### config.mk
export PLATFORM = sky130hd
export DESIGN_NAME = seg_scan_mux_flat
export DESIGN_NICKNAME = d
export VERILOG_FILES = /design/src/rtl/seg_scan_mux_pkg.sv /design/src/rtl/seg_scan_mux_if.sv /design/src/rtl/seg_scan_mux_bcd_to_seg.sv /design/src/rtl/seg_scan_mux.sv /design/src/flat_wrapper.sv
export SDC_FILE = /design/constraint.sdc
export NUM_CORES = 1
export LEC_CHECK = 0
export CAP_MARGIN = 20
export CORE_MARGIN = 2
export CORE_UTILIZATION = 50
export DETAILED_ROUTE_END_ITERATION = 10
export DONT_BUFFER_PORTS = 1
export PLACE_DENSITY_LB_ADDON = 0.25
export SYNTH_ARGS = -nofsm -noshare
export SYNTH_HDL_FRONTEND = slang
export SYNTH_SLANG_ARGS = --single-unit
### constraint.sdc
create_clock -name clk_scan_to_light -period 3.2 [get_ports clk_scan_to_light]
set_input_delay 0.64 -clock clk_scan_to_light [delete_from_list [all_inputs] [get_ports clk_scan_to_light]]
set_output_delay 0.64 -clock clk_scan_to_light [all_outputs]
set_load 0.02 [all_outputs]
### src/rtl/seg_scan_mux_pkg.sv
// Shared 7-segment encoding for the display and the clock/counter datapath.
// Latency: n/a (constants only).
// Backpressure: n/a.
package seg_scan_mux_pkg;

  // Segment bus bit order: bit6=a, bit5=b, bit4=c, bit3=d, bit2=e, bit1=f, bit0=g.
  localparam int SEG_A = 6;
  localparam int SEG_B = 5;
  localparam int SEG_C = 4;
  localparam int SEG_D = 3;
  localparam int SEG_E = 2;
  localparam int SEG_F = 1;
  localparam int SEG_G = 0;

  typedef logic [6:0] seg_t;

  // Active-high glyphs in the bit order above.
  localparam seg_t SEG_0     = 7'b1111110;
  localparam seg_t SEG_1     = 7'b0110000;
  localparam seg_t SEG_2     = 7'b1101101;
  localparam seg_t SEG_3     = 7'b1111001;
  localparam seg_t SEG_4     = 7'b0110011;
  localparam seg_t SEG_5     = 7'b1011011;
  localparam seg_t SEG_6     = 7'b1011111;
  localparam seg_t SEG_7     = 7'b1110000;
  localparam seg_t SEG_8     = 7'b1111111;
  localparam seg_t SEG_9     = 7'b1111011;
  localparam seg_t SEG_BLANK = 7'b0000000;

endpackage

### src/rtl/seg_scan_mux_if.sv
// Bundle between the BCD datapath (master) and the display scanner (slave).
// Latency: n/a (wiring only).
// Backpressure: none; ena is the only flow control and freezes the scanner.
interface seg_scan_mux_if
  import seg_scan_mux_pkg::*;
#(
  parameter int DIGITS   = 6,
  parameter int DIM_BITS = 3
);
  localparam int SEL_W = $clog2(DIGITS);

  logic                  ena;
  logic [4*DIGITS-1:0]   digits_bcd;
  logic [DIGITS-1:0]     dp_mask;
  logic [DIGITS-1:0]     blink_mask;
  logic                  lz_en;
  logic [DIM_BITS-1:0]   brightness;
  seg_t                  seg;
  logic                  dp;
  logic [SEL_W-1:0]      sel;
  logic                  frame_tick;

  modport master (
    output ena, digits_bcd, dp_mask, blink_mask, lz_en, brightness,
    input  seg, dp, sel, frame_tick
  );

  modport slave (
    input  ena, digits_bcd, dp_mask, blink_mask, lz_en, brightness,
    output seg, dp, sel, frame_tick
  );

endinterface

### src/rtl/seg_scan_mux_bcd_to_seg.sv
// BCD digit to 7-segment glyph; codes 10-15 render blank.
// Latency: combinational.
// Backpressure: none.
module seg_scan_mux_bcd_to_seg
  import seg_scan_mux_pkg::*;
(
  input  logic [3:0] bcd,
  output seg_t       glyph
);

  // Glyph lookup with blank as the fallback for non-decimal codes.
  always_comb begin
    glyph = SEG_BLANK;
    case (bcd)
      4'd0:    glyph = SEG_0;
      4'd1:    glyph = SEG_1;
      4'd2:    glyph = SEG_2;
      4'd3:    glyph = SEG_3;
      4'd4:    glyph = SEG_4;
      4'd5:    glyph = SEG_5;
      4'd6:    glyph = SEG_6;
      4'd7:    glyph = SEG_7;
      4'd8:    glyph = SEG_8;
      4'd9:    glyph = SEG_9;
      default: glyph = SEG_BLANK;
    endcase
  end

endmodule

### src/rtl/seg_scan_mux.sv
// Multiplexed 7-segment scanner: per-frame snapshot, LZ suppression, dp, blink, PWM dimming.
// Latency: sel/seg/dp/frame_tick are registered, one tick behind the (ptr, phase) scan state.
// Backpressure: none; ena low freezes all scan state and blanks seg/dp while sel holds.
module seg_scan_mux
  import seg_scan_mux_pkg::*;
#(
  parameter int DIGITS     = 6,
  parameter int DIM_BITS   = 3,
  parameter int BLINK_BITS = 6
) (
  input  logic           clk_scan_to_light,
  input  logic           rst,
  seg_scan_mux_if.slave  bus
);

  localparam int SEL_W = $clog2(DIGITS);
  localparam logic [SEL_W-1:0]    PTR_LAST   = SEL_W'(DIGITS - 1);
  localparam logic [DIM_BITS-1:0] PHASE_LAST = '1;

  // Everything the display decisions depend on, frozen once per frame.
  typedef struct packed {
    logic [4*DIGITS-1:0] bcd;
    logic [DIGITS-1:0]   dp;
    logic [DIGITS-1:0]   blink;
    logic                lz;
    logic [DIM_BITS-1:0] bright;
  } snap_t;

  logic [SEL_W-1:0]      ptr;
  logic [DIM_BITS-1:0]   phase;
  logic [BLINK_BITS-1:0] frame_cnt;
  snap_t                 snap;
  logic                  wrap_pend;

  logic                  dwell_end;
  logic                  frame_wrap;
  logic [DIGITS-1:0]     zero_from;
  logic [DIGITS-1:0]     lz_mask;
  logic [3:0]            cur_bcd;
  logic                  cur_dp;
  logic                  cur_blink;
  logic                  cur_lz;
  seg_t                  cur_glyph;
  logic                  visible;

  seg_t                  seg_q;
  logic                  dp_q;
  logic [SEL_W-1:0]      sel_q;
  logic                  frame_tick_q;

  assign dwell_end  = bus.ena && (phase == PHASE_LAST);
  assign frame_wrap = dwell_end && (ptr == PTR_LAST);

  // Scan pointer, dwell phase, frame counter and snapshot advance only while enabled.
  always_ff @(posedge clk_scan_to_light or posedge rst) begin
    if (rst) begin
      ptr       <= '0;
      phase     <= '0;
      frame_cnt <= '0;
      snap      <= '0;
    end else if (bus.ena) begin
      phase <= phase + 1'b1;
      if (dwell_end) ptr <= frame_wrap ? '0 : ptr + 1'b1;
      if (frame_wrap) begin
        frame_cnt   <= frame_cnt + 1'b1;
        snap.bcd    <= bus.digits_bcd;
        snap.dp     <= bus.dp_mask;
        snap.blink  <= bus.blink_mask;
        snap.lz     <= bus.lz_en;
        snap.bright <= bus.brightness;
      end
    end
  end

  // Priority chain from the most significant digit: zero_from[i] means digits i..DIGITS-1 are all zero.
  always_comb begin
    zero_from = '0;
    zero_from[DIGITS-1] = (snap.bcd[4*(DIGITS-1) +: 4] == 4'd0);
    for (int i = DIGITS - 2; i >= 0; i--) begin
      zero_from[i] = zero_from[i+1] && (snap.bcd[4*i +: 4] == 4'd0);
    end
  end

  // Digit 0 always shows so an all-zero value still renders a single 0.
  assign lz_mask = snap.lz ? {zero_from[DIGITS-1:1], 1'b0} : '0;

  // Select the digit at the current position; position 0 is the leftmost (most significant) digit.
  always_comb begin
    cur_bcd   = '0;
    cur_dp    = 1'b0;
    cur_blink = 1'b0;
    cur_lz    = 1'b0;
    for (int i = 0; i < DIGITS; i++) begin
      if (int'(ptr) == DIGITS - 1 - i) begin
        cur_bcd   = snap.bcd[4*i +: 4];
        cur_dp    = snap.dp[i];
        cur_blink = snap.blink[i];
        cur_lz    = lz_mask[i];
      end
    end
  end

  seg_scan_mux_bcd_to_seg u_bcd_to_seg (
    .bcd   (cur_bcd),
    .glyph (cur_glyph)
  );

  // PWM off-time and the blink off-half blank both segments and dp; LZ blanks segments only.
  assign visible = (phase <= snap.bright) && !(cur_blink && frame_cnt[BLINK_BITS-1]);

  // Output register; frame_tick fires on the first enabled output after a wrap.
  always_ff @(posedge clk_scan_to_light or posedge rst) begin
    if (rst) begin
      sel_q        <= '0;
      seg_q        <= SEG_BLANK;
      dp_q         <= 1'b0;
      frame_tick_q <= 1'b0;
      wrap_pend    <= 1'b0;
    end else begin
      frame_tick_q <= bus.ena && wrap_pend;
      if (frame_wrap)   wrap_pend <= 1'b1;
      else if (bus.ena) wrap_pend <= 1'b0;
      if (bus.ena) begin
        sel_q <= ptr;
        seg_q <= (visible && !cur_lz) ? cur_glyph : SEG_BLANK;
        dp_q  <= visible && cur_dp;
      end else begin
        seg_q <= SEG_BLANK;
        dp_q  <= 1'b0;
      end
    end
  end

  assign bus.sel        = sel_q;
  assign bus.seg        = seg_q;
  assign bus.dp         = dp_q;
  assign bus.frame_tick = frame_tick_q;

endmodule
### src/flat_wrapper.sv
// flat-port wrapper written by rule: the top's interface ports become plain ports
module seg_scan_mux_flat import seg_scan_mux_pkg::*;
#(
  parameter int DIGITS     = 6,
  parameter int DIM_BITS   = 3,
  parameter int BLINK_BITS = 6
)
  (clk_scan_to_light, rst, bus_ena, bus_digits_bcd, bus_dp_mask, bus_blink_mask, bus_lz_en, bus_brightness, bus_seg, bus_dp, bus_sel, bus_frame_tick);
  seg_scan_mux_if #(.DIGITS(DIGITS), .DIM_BITS(DIM_BITS)) bus_i ();
  input  logic clk_scan_to_light;
  input  logic rst;
  input wire logic [$bits(bus_i.ena)-1:0] bus_ena;
  input wire logic [$bits(bus_i.digits_bcd)-1:0] bus_digits_bcd;
  input wire logic [$bits(bus_i.dp_mask)-1:0] bus_dp_mask;
  input wire logic [$bits(bus_i.blink_mask)-1:0] bus_blink_mask;
  input wire logic [$bits(bus_i.lz_en)-1:0] bus_lz_en;
  input wire logic [$bits(bus_i.brightness)-1:0] bus_brightness;
  output wire logic [$bits(bus_i.seg)-1:0] bus_seg;
  output wire logic [$bits(bus_i.dp)-1:0] bus_dp;
  output wire logic [$bits(bus_i.sel)-1:0] bus_sel;
  output wire logic [$bits(bus_i.frame_tick)-1:0] bus_frame_tick;
  assign bus_i.ena = bus_ena;
  assign bus_i.digits_bcd = bus_digits_bcd;
  assign bus_i.dp_mask = bus_dp_mask;
  assign bus_i.blink_mask = bus_blink_mask;
  assign bus_i.lz_en = bus_lz_en;
  assign bus_i.brightness = bus_brightness;
  assign bus_seg = bus_i.seg;
  assign bus_dp = bus_i.dp;
  assign bus_sel = bus_i.sel;
  assign bus_frame_tick = bus_i.frame_tick;
  seg_scan_mux #(.DIGITS(DIGITS), .DIM_BITS(DIM_BITS), .BLINK_BITS(BLINK_BITS)) u_core (.clk_scan_to_light(clk_scan_to_light), .rst(rst), .bus(bus_i));
endmodule
== Word-level counts from Yosys, hierarchy flattened ==
Memory sizes are Yosys's and may differ from the RTL's.
Index checks and enable logic that the tools add are counted.
Storage, ports and cells
  flip-flop bits (word level): 65
  output and inout bits: 12
  input port bits: 43
  memories kept: 1
  word-level logic and storage cells: 78
  memory bits (read-only): 112
Cells by class
  magnitude comparators: 1
  $add $sub $neg: 3
  equality and inequality tests: 7
  mux-type cells: 31
  reduce and logical (&&, ||, !) cells: 22
Memories
  (name not given): depth 16, width 7, rd ports 1, clocked after Yosys merged registers in 0, wr ports 0, RTL line seg_scan_mux_bcd_to_seg.sv:14  | case (bcd)
Operators with widths (number)
  $mux W4: 6
  $mux W1: 21
  $logic_not A4 Y1: 5
  $eq A3 B3 Y1 const B: 6
  $mux W7: 2
  $logic_and A1 B1 Y1: 11
  $add A3 B1 Y3 const B: 2
  $add A6 B1 Y6 const B: 1
  $mux W6: 1
  $reduce_and A2 Y1: 2
  $eq A3 B2 Y1 const B: 1
  $le A3 B3 Y1: 1
  $logic_not A3 Y1: 1
  $mux W3: 1
  $logic_not A1 Y1: 2
  $reduce_bool A2 Y1: 1

== Logic depth before layout (Yosys ltp) ==
Gate-level depths: netlist (run 1).
  depth after elaboration: 16
  gate-level depth with buffers: 13
  depth with buffers taken out: 11

== By module ==
From an unflattened synthesis (run 1), not the netlist that was laid out.
Second synthesis, totals
  cells, all modules: 374
  area, all modules: 3365.7 µm²
Modules (own cells, without submodules)
  seg_scan_mux: sequential area each 1626.6 µm², cells each 346, area each 3146.8 µm², times used 1
  seg_scan_mux_bcd_to_seg: sequential area each 0.0 µm², cells each 28, area each 219.0 µm², times used 1

== Worst setup path after synthesis (run 1) ==
No wires, ideal clock.
  path type: reg-to-reg
  start: register u_core.ptr[0]
  end: register u_core.seg_q[0], in the netlist u_core.bus.seg[0]
  path buffers: 1
  data required time: 3114 ps
  data arrival time: 2297 ps
  setup time: 86 ps
  path slack: 817 ps
  stages on the path, launching flop included: 12
  period minus slack after synthesis: 2383 ps
  path through: dfrtp_1 ha_1 ha_1 buf_2 a221o_1 a21o_1 a32oi_4 inv_1 ha_1 o21ai_1 a21oi_1 nor3_1
Between the ends
  word-level cells in the longest chain between the ends: 13
  elaborated cells on any way between the ends: 32
  classes of those cells: 5 x eq/ne; 20 x mux; 6 x reduce/logical; 1 x memory
RTL lines
  start, declared: RTL line seg_scan_mux.sv:29  | logic [SEL_W-1:0] ptr;
  start signal, assigned: RTL line seg_scan_mux.sv:63  | if (dwell_end) ptr <= frame_wrap ? '0 : ptr + 1'b1;
  parallel branches: the longest is 11 deep, another holds $mem_v2 Z16 W7
  $mux W7 (*): RTL line seg_scan_mux.sv:125  | seg_q <= (visible && !cur_lz) ? cur_glyph : SEG_BLANK;
  $mux W7 (*): RTL line seg_scan_mux.sv:123  | if (bus.ena) begin
  end signal, assigned: RTL line seg_scan_mux.sv:125
  end, declared: RTL line seg_scan_mux.sv:46  | seg_t seg_q;
Mark *: on every way between the ends.
A chain may end at the register's enable or synchronous reset.

== Final worst setup path (run 1) ==
Ends and elaborated chain as after synthesis.

==> results of run 1 <==
==> worst max-delay path by stage <==
| stage | start | to | slack, ns | cells after the start |
|---|---|---|---|---|
| 6_report | u_core.ptr[0] | u_core.bus.seg[0] | 0.42 | 10 |
| 5_1_grt | u_core.ptr[0] | u_core.bus.seg[1] | 0.17 | 10 |
| 4_1_cts | u_core.ptr[0] | u_core.bus.seg[0] | 0.46 | 11 |
| 3_5_place_dp | u_core.ptr[0] | u_core.bus.seg[0] | 0.49 | 11 |
| 3_3_place_gp | u_core.ptr[0] | u_core.bus.seg[0] | 0.54 | 10 |
| 2_1_floorplan | u_core.ptr[0] | u_core.bus.seg[0] | 0.82 | 11 |
==> sequential cells by signal (all words and copies together), names as in the netlist <==
name	flops
u_core.snap	40
u_core.bus.seg	7
u_core.frame_cnt	6
u_core.bus.sel	3
u_core.phase	3
u_core.ptr	3
u_core.bus.dp	1
u_core.bus.frame_tick	1
u_core.wrap_pend	1
==> cell usage in the layout, fill, tap and decap left out, types with 3 or more instances in the layout <==
| cell | n |
|---|---|
| dfrtp_1 | 65 |
| nor2b_1 | 7 |
| xnor2_1 | 5 |
| mux2_2 | 5 |
| clkbuf_8 | 10 |
| o21ai_1 | 5 |
| nand3b_1 | 5 |
| clkbuf_1 | 3 |
| nand2b_1 | 3 |
| nor4_1 | 4 |
| a222oi_1 | 3 |
| a211oi_1 | 4 |
| inv_1 | 18 |
| o21ai_0 | 15 |
| buf_4 | 5 |
| ha_1 | 16 |
| nand2_1 | 132 |
| nand4_1 | 3 |
| a21oi_1 | 19 |
| nor2_1 | 9 |
==> layer usage <==
metal  up-vias  wire [um]
met5         -          0
met4         0        116
met3        11        465
met2        64       2784
met1      1125       3255
li1       1200          -
==> logic make-up after synthesis <==
logic type	count (synthesis)	share of synthesized area, %
xor+xnor	6	1.623
compound gates	61	12.25
mux	7	2.358
flops	65	50.25
buf+inv	37	4.755
fa+ha+maj	16	6.185
simple gates	172	22.58
==> synthesized netlist by cell type (all sizes together) (2+ instances only) <==
master  instances
a221o           2
nand2b          3
o22ai           3
nand3b          5
nor3            2
a21oi          19
dfrtp          65
mux2i           2
nor2           10
nor2b           7
nor4            4
buf             7
a222oi          3
clkbuf         10
o211ai          2
mux2            5
ha             16
a211oi          4
nand4           3
nand3           2
inv            20
o21ai          20
nand2         132
a21o            2
xnor2           5
==> area by class of cell <==
type                            count  area, sq um
Clock buffer                       13        148.9
Inverter                           20        75.07
Tap cell                           77        96.34
Fill cell                         604         2825
Multi-Input combinational cell    262         1464
Timing Repair Buffer                5        37.54
Sequential cell                    65         1627
Clock inverter                      3        40.04
==> report_power, final <==
group	internal [mW]	switching [mW]	total [mW]
Combinational	0.438	0.645	1.08
Clock	0.379	0.295	0.675
Sequential	1.01	0.201	1.21
==> worst reg2reg max path: stages (launching register included) <==
cell	delay [ns]
dfrtp_1	0.43
inv_1	0.10
ha_1	0.59
nand3b_1	0.19
a222oi_1	0.10
o22ai_1	0.53
inv_1	0.16
ha_1	0.23
o21ai_1	0.14
a21oi_1	0.05
nor3_1	0.17
==> flow_metrics.py, run 1 <==
metrics = {
    "drt": {
        "firstDrtPassIters": 6,
        "drt_iter0_drc": 134,
        "drcViolationCount": 0,
        "routedWlPerCell_um": 14.88,
        "wl_um": 6621,
        "antenna_left": 0,
        "vias": 2400,
        "via_per_inst": 5.393,
    },
    "critical_path": {
        "regToRegEndpoint": "u_core.bus.seg[0]",
        "crit_family": "compound AO/OA/AOI/OAI gates",
        "path_cells": "inv_1, ha_1, nand3b_1, a222oi_1, o22ai_1, inv_1, ha_1, o21ai_1, a21oi_1, nor3_1",
        "r2r_slack_ns": 0.42,
        "crit_arrival_ns": 3.04,
        "path_class": "flip-flop to flip-flop",
        "cp.buffers_inverters": 2,
        "critPathLaunchType": "flip-flop",
        "worstPathRequired_ns": 3.46,
        "r2r_cells": 10,
        "max_stage_delay_ns": 0.59,
        "cp_max_fo": 22,
        "worstSetupEndpointType": "flip-flop",
        "r2r-start": "u_core.ptr[0]",
        "crit_path_top_delay_cell": "ha_1",
    },
    "placed_design": {
        "placed_cell_area_sq_um": 3299,
        "place_inst": 429,
        "io_buffers": 0,
        "dp_hpwl_um": 4746,
        "place_ws_ns": 0.4862,
        "gp_congestion": 0.8415,
    },
    "clocking": {
        "cts_tree": "built",
        "cts_hold_buf": 0,
        "cts_root_buffer": "clkbuf_8",
        "clock_path_buffers": 2,
        "cts_resized": 0,
        "post-cts-setup-buffer-count": 0,
        "cts_buffers": 9,
        "clock-sinks": 65,
        "htree_levels": 3,
        "clk_transition_reported_paths_ns": 0.07,
        "clock_latency_ns": 0.34,
    },
    "sta": {
        "timing.clock.skew_ns": 0.009770,
        "fin_setup_tns_ns": 0,
        "fin_ws_ns": 0.4153,
        "worstMarginPinSlew_ns": 0.7856,
        "setup_viol": 0,
        "drv_slew": 0,
        "min_period_ns": 2.785,
        "timing.hold.ws_ns": 0.2439,
        "hold_viol": 0,
        "relSlewSlack_pct": 47.63,
        "clock.fmax_ghz": 0.3591,
        "rsz0062_at_grt": "false",
        "finalCritPeriodShare_pct": 87.02,
    },
    "synthesis": {
        "yosys_most_used_dff": "dfrtp_1",
        "synth_edf_count": 0,
        "yosys.area.top_type": "dfrtp_1",
        "yosysWarnings": 0,
        "syn_area_per_cell_sq_um": 8.892,
        "ys_seq_area_share_pct": 50.25,
        "ys_top_cells_by_area": "dfrtp_1, nand2_1, ha_1",
        "synthCells": 364,
        "synthDominantCellAreaShare_pct": 50.25,
        "async_flop_share_pct": 100.0,
        "netlist_area_sq_um": 3237,
        "synth-seq-cells": 65,
        "synthesis.nets": 423,
        "synth.distinct_cells": 40,
    },
    "global_routing": {
        "grt_pass1_wl_um": 11350,
        "grt_overflow": 0,
        "grtUsageMet1_pct": 30.28,
        "grt_busiest_layer": "met1",
        "grt_util_met3_pct": 6.195,
        "grt_pass1_vias": 2309,
        "antenna_found_initial": 0,
        "grt_usage_pct": 20.58,
        "grt_max_degree": 37,
        "use_met2_pct": 28.79,
    },
    "final_layout": {
        "finalNetCount": 422,
        "fin_area_sq_um": 3488,
        "syn2layout_area_growth_pct": 7.770,
        "finalNonFillerCells": 445,
        "antennaDiodeCount": 0,
        "final_layout_size_suffix_gt1_share_pct": 7.609,
        "utilization_pct": 55.25,
    },
    "die": {
        "dieHeight_um": 84.46,
        "rows": 29,
        "coreArea_sq_um": 6314,
        "boundaryPins": 55,
        "die_w_um": 84.46,
        "start_util_pct": 51.27,
        "die-area_sq_um": 7133,
    },
    "hold_path": {
        "hold_class": "input port to asynchronous set/reset pin",
    },
    "pwr": {
        "ir_worst_vdd_uv": 469.9,
        "power.density_nw_per_um2": 850.7,
        "p_total_mw": 2.968,
        "p_leak_nw": 1.777,
    },
    "outcome": {
        "status": "complete, no violations",
    },
    "run": {
        "max-cap-violations": 0,
    },
}
Power figures use the tool's default switching activity.
==> run 2, diff against run 1 <==
==> constraint.sdc (replaced) <==
create_clock -name clk_scan_to_light -period 2.8 [get_ports clk_scan_to_light]
set_input_delay 0.56 -clock clk_scan_to_light [delete_from_list [all_inputs] [get_ports clk_scan_to_light]]
set_output_delay 0.56 -clock clk_scan_to_light [all_outputs]
set_load 0.02 [all_outputs]
==> run 2 against run 1 <==
Sequential share of layout area down 1.4 points. Clock power up 32%. Largest cell class unchanged. Power up 21%. Register-to-register slack worse by 0.16 ns. Wire length up 1.3%. Die area unchanged.
==> flow_metrics.py, run 2 (synthesis results as in run 1) <==
metrics = {
    "outcome": {
        "status": "complete, no violations",
    },
    "clocking": {
        "cts_root_buffer": "clkbuf_8",
        "clock_latency_ns": 0.34,
        "cts_hold_buf": 0,
        "clock_path_buffers": 2,
        "cts_tree": "built",
        "clk_transition_reported_paths_ns": 0.08,
        "cts_buffers": 9,
        "clock-sinks": 65,
        "htree_levels": 3,
    },
    "final_layout": {
        "fin_area_sq_um": 3593,
        "layout_commonest_cell": "nand2_1",
        "final_cell_mix": "nand2_1, dfrtp_1, a21oi_1, inv_1",
        "finalNetCount": 429,
        "antennaDiodeCount": 0,
        "syn2layout_area_growth_pct": 11.02,
        "largest_reg_flops": 40,
        "final_layout_size_suffix_gt1_share_pct": 10.40,
        "regMostFlops": "u_core.snap",
    },
    "die": {
        "coreArea_sq_um": 6314,
        "rows": 29,
        "die_w_um": 84.46,
        "start_util_pct": 51.27,
        "die-area_sq_um": 7133,
        "boundaryPins": 55,
        "dieHeight_um": 84.46,
    },
    "hold_path": {
        "holdCritStartpoint": "bus_ena",
        "hold_class": "input port to flip-flop",
        "hold_path_depth": 1,
        "hold_end": "u_core.wrap_pend",
    },
    "global_routing": {
        "antenna_found_initial": 0,
        "grt_pass1_vias": 2404,
        "grt_pass1_wl_um": 11560,
        "grt_usage_pct": 20.46,
        "grt_overflow": 0,
        "grt_max_degree": 66,
    },
    "sta": {
        "hold_viol": 0,
        "fin_setup_tns_ns": 0,
        "relSlewSlack_pct": 46.96,
        "timing.clock.skew_ns": 0.009306,
        "setup_viol": 0,
        "finalCritPeriodShare_pct": 90.96,
        "min_period_ns": 2.547,
        "rsz0062_at_grt": "false",
        "worstMarginPinSlew_ns": 0.7956,
        "drv_slew": 0,
        "clock.fmax_ghz": 0.3926,
    },
    "drt": {
        "firstDrtPassIters": 4,
        "drcViolationCount": 0,
        "routedWlPerCell_um": 14.84,
        "antenna_left": 0,
        "via_per_inst": 5.369,
        "wl_um": 6709,
        "drt_iter0_drc": 128,
        "vias": 2427,
    },
    "placed_design": {
        "gp_congestion": 0.8674,
        "io_buffers": 0,
        "placed_cell_area_sq_um": 3352,
        "dp_hpwl_um": 4824,
    },
    "pwr": {
        "power.internal_mw": 2.233,
        "p_leak_nw": 1.819,
        "p_clk_share_pct": 24.9,
        "sw_frac_of_total_pct": 37.74,
        "sequentialPowerShare_pct": 38.7,
        "p_sw_mw": 1.354,
        "ir_worst_vdd_uv": 542.2,
        "combinationalPowerShare_pct": 36.4,
        "power.density_nw_per_um2": 998.2,
    },
    "critical_path": {
        "max_stage_delay_ns": 0.43,
        "regToRegEndpoint": "u_core.bus.seg[0]",
        "path_class": "flip-flop to flip-flop",
        "crit_top_cell": "ha_1",
        "r2r_cells": 11,
        "critPathLaunchType": "flip-flop",
        "r2r_slack_ns": 0.25,
        "r2r-start": "u_core.ptr[0]",
        "worstSetupEndpointType": "flip-flop",
        "crit_arrival_ns": 2.80,
        "crit_path_top_delay_cell": "dfrtp_1",
        "cp_max_fo": 11,
        "path_cells": "ha_1, ha_4, and3b_1, a221o_1, a21o_1, a32oi_4, inv_1, ha_1, o21ai_1, a21oi_1, nor3_1",
        "worstPathRequired_ns": 3.06,
    },
    "run": {
        "max-cap-violations": 0,
    },
}
[run 2: cell count changes in the layout (fill, tap and decap cells not counted), sizes merged]
| cell | delta |
|---|---|
| buf | +7 |
| clkbuf | -3 |
| bufinv | +1 |
| clkinv | -1 |
| clkinvlp | +3 |
[run 2: power groups by stage]
| stage | Sequential [mW] | Clock, mW | Combinational [mW] |
|---|---|---|---|
| after detailed placement | 1.40 | 0 | 1.29 |
| after global routing | 1.42 | 0.947 | 1.49 |
| after global placement | 1.40 | 0 | 1.26 |
| after floorplan | 1.35 | 0 | 1.03 |
| final | 1.39 | 0.892 | 1.31 |
| after CTS | 1.39 | 0.912 | 1.30 |
[run 2: area by class of cell]
class | instances | area, sq um
Inverter | 20 | 75.07
Fill cell | 595 | 2720
Tap cell | 77 | 96.34
Clock buffer | 10 | 137.6
Multi-Input combinational cell | 262 | 1476
Sequential cell | 65 | 1627
Clock inverter | 6 | 91.34
Timing Repair Buffer | 12 | 90.09
[run 2: critical path, delay by kind of cell, from the launching register on]
kind,cells,cell delay [ns]
AOI/OAI and AO/OA,5,0.92
adders and majority gates,3,0.65
DFF,1,0.43
and+or+nand+nor,2,0.37
buffers and inverters,1,0.10
[run 2: worst max path at each step]
| stage | startpoint | end | slack, ns | cells after the start |
|---|---|---|---|---|
| CTS | u_core.ptr[0] | u_core.bus.seg[0] | 0.1 | 11 |
| global route | u_core.ptr[0] | u_core.bus.seg[0] | 0.06 | 10 |
| global placement | u_core.ptr[0] | u_core.bus.seg[0] | 0.18 | 11 |
| floorplan | u_core.ptr[0] | u_core.bus.seg[0] | 0.42 | 11 |
| detailed placement | u_core.ptr[0] | u_core.bus.seg[0] | 0.12 | 11 |
| finish | u_core.ptr[0] | u_core.bus.seg[0] | 0.25 | 11 |
[run 2: metal layers]
metal	up-vias	share of wire (%)	GRT usage, %
li1	1215	-	-
met1	1149	52	31.20
met2	56	42	28.79
met3	7	4.5	3.835
met4	0	1.3	8.514
met5	-	0	0
[run 2: repair_timing]
| action | 4_1_cts | 5_1_grt |
|---|---|---|
| resized for setup | 0 | 2 |
| setup endpoints to repair | 0 | 4 |
| setup buffers | 0 | 0 |
[run 2: metrics by stage]
stage               setup WS, ns  hold WS [ns]  utilization (%)  cells  total power, mW
CTS                      0.09587        0.2873            56.72    452            3.598
finish                    0.2531        0.3019            56.92    452            3.587
detailed placement        0.1166        0.4622            53.09    436            2.694
global placement          0.1842        0.4620            53.09    436            2.664
global route             0.05958        0.2885            56.92    452            3.856
floorplan                 0.4167        0.4455                -    364            2.385
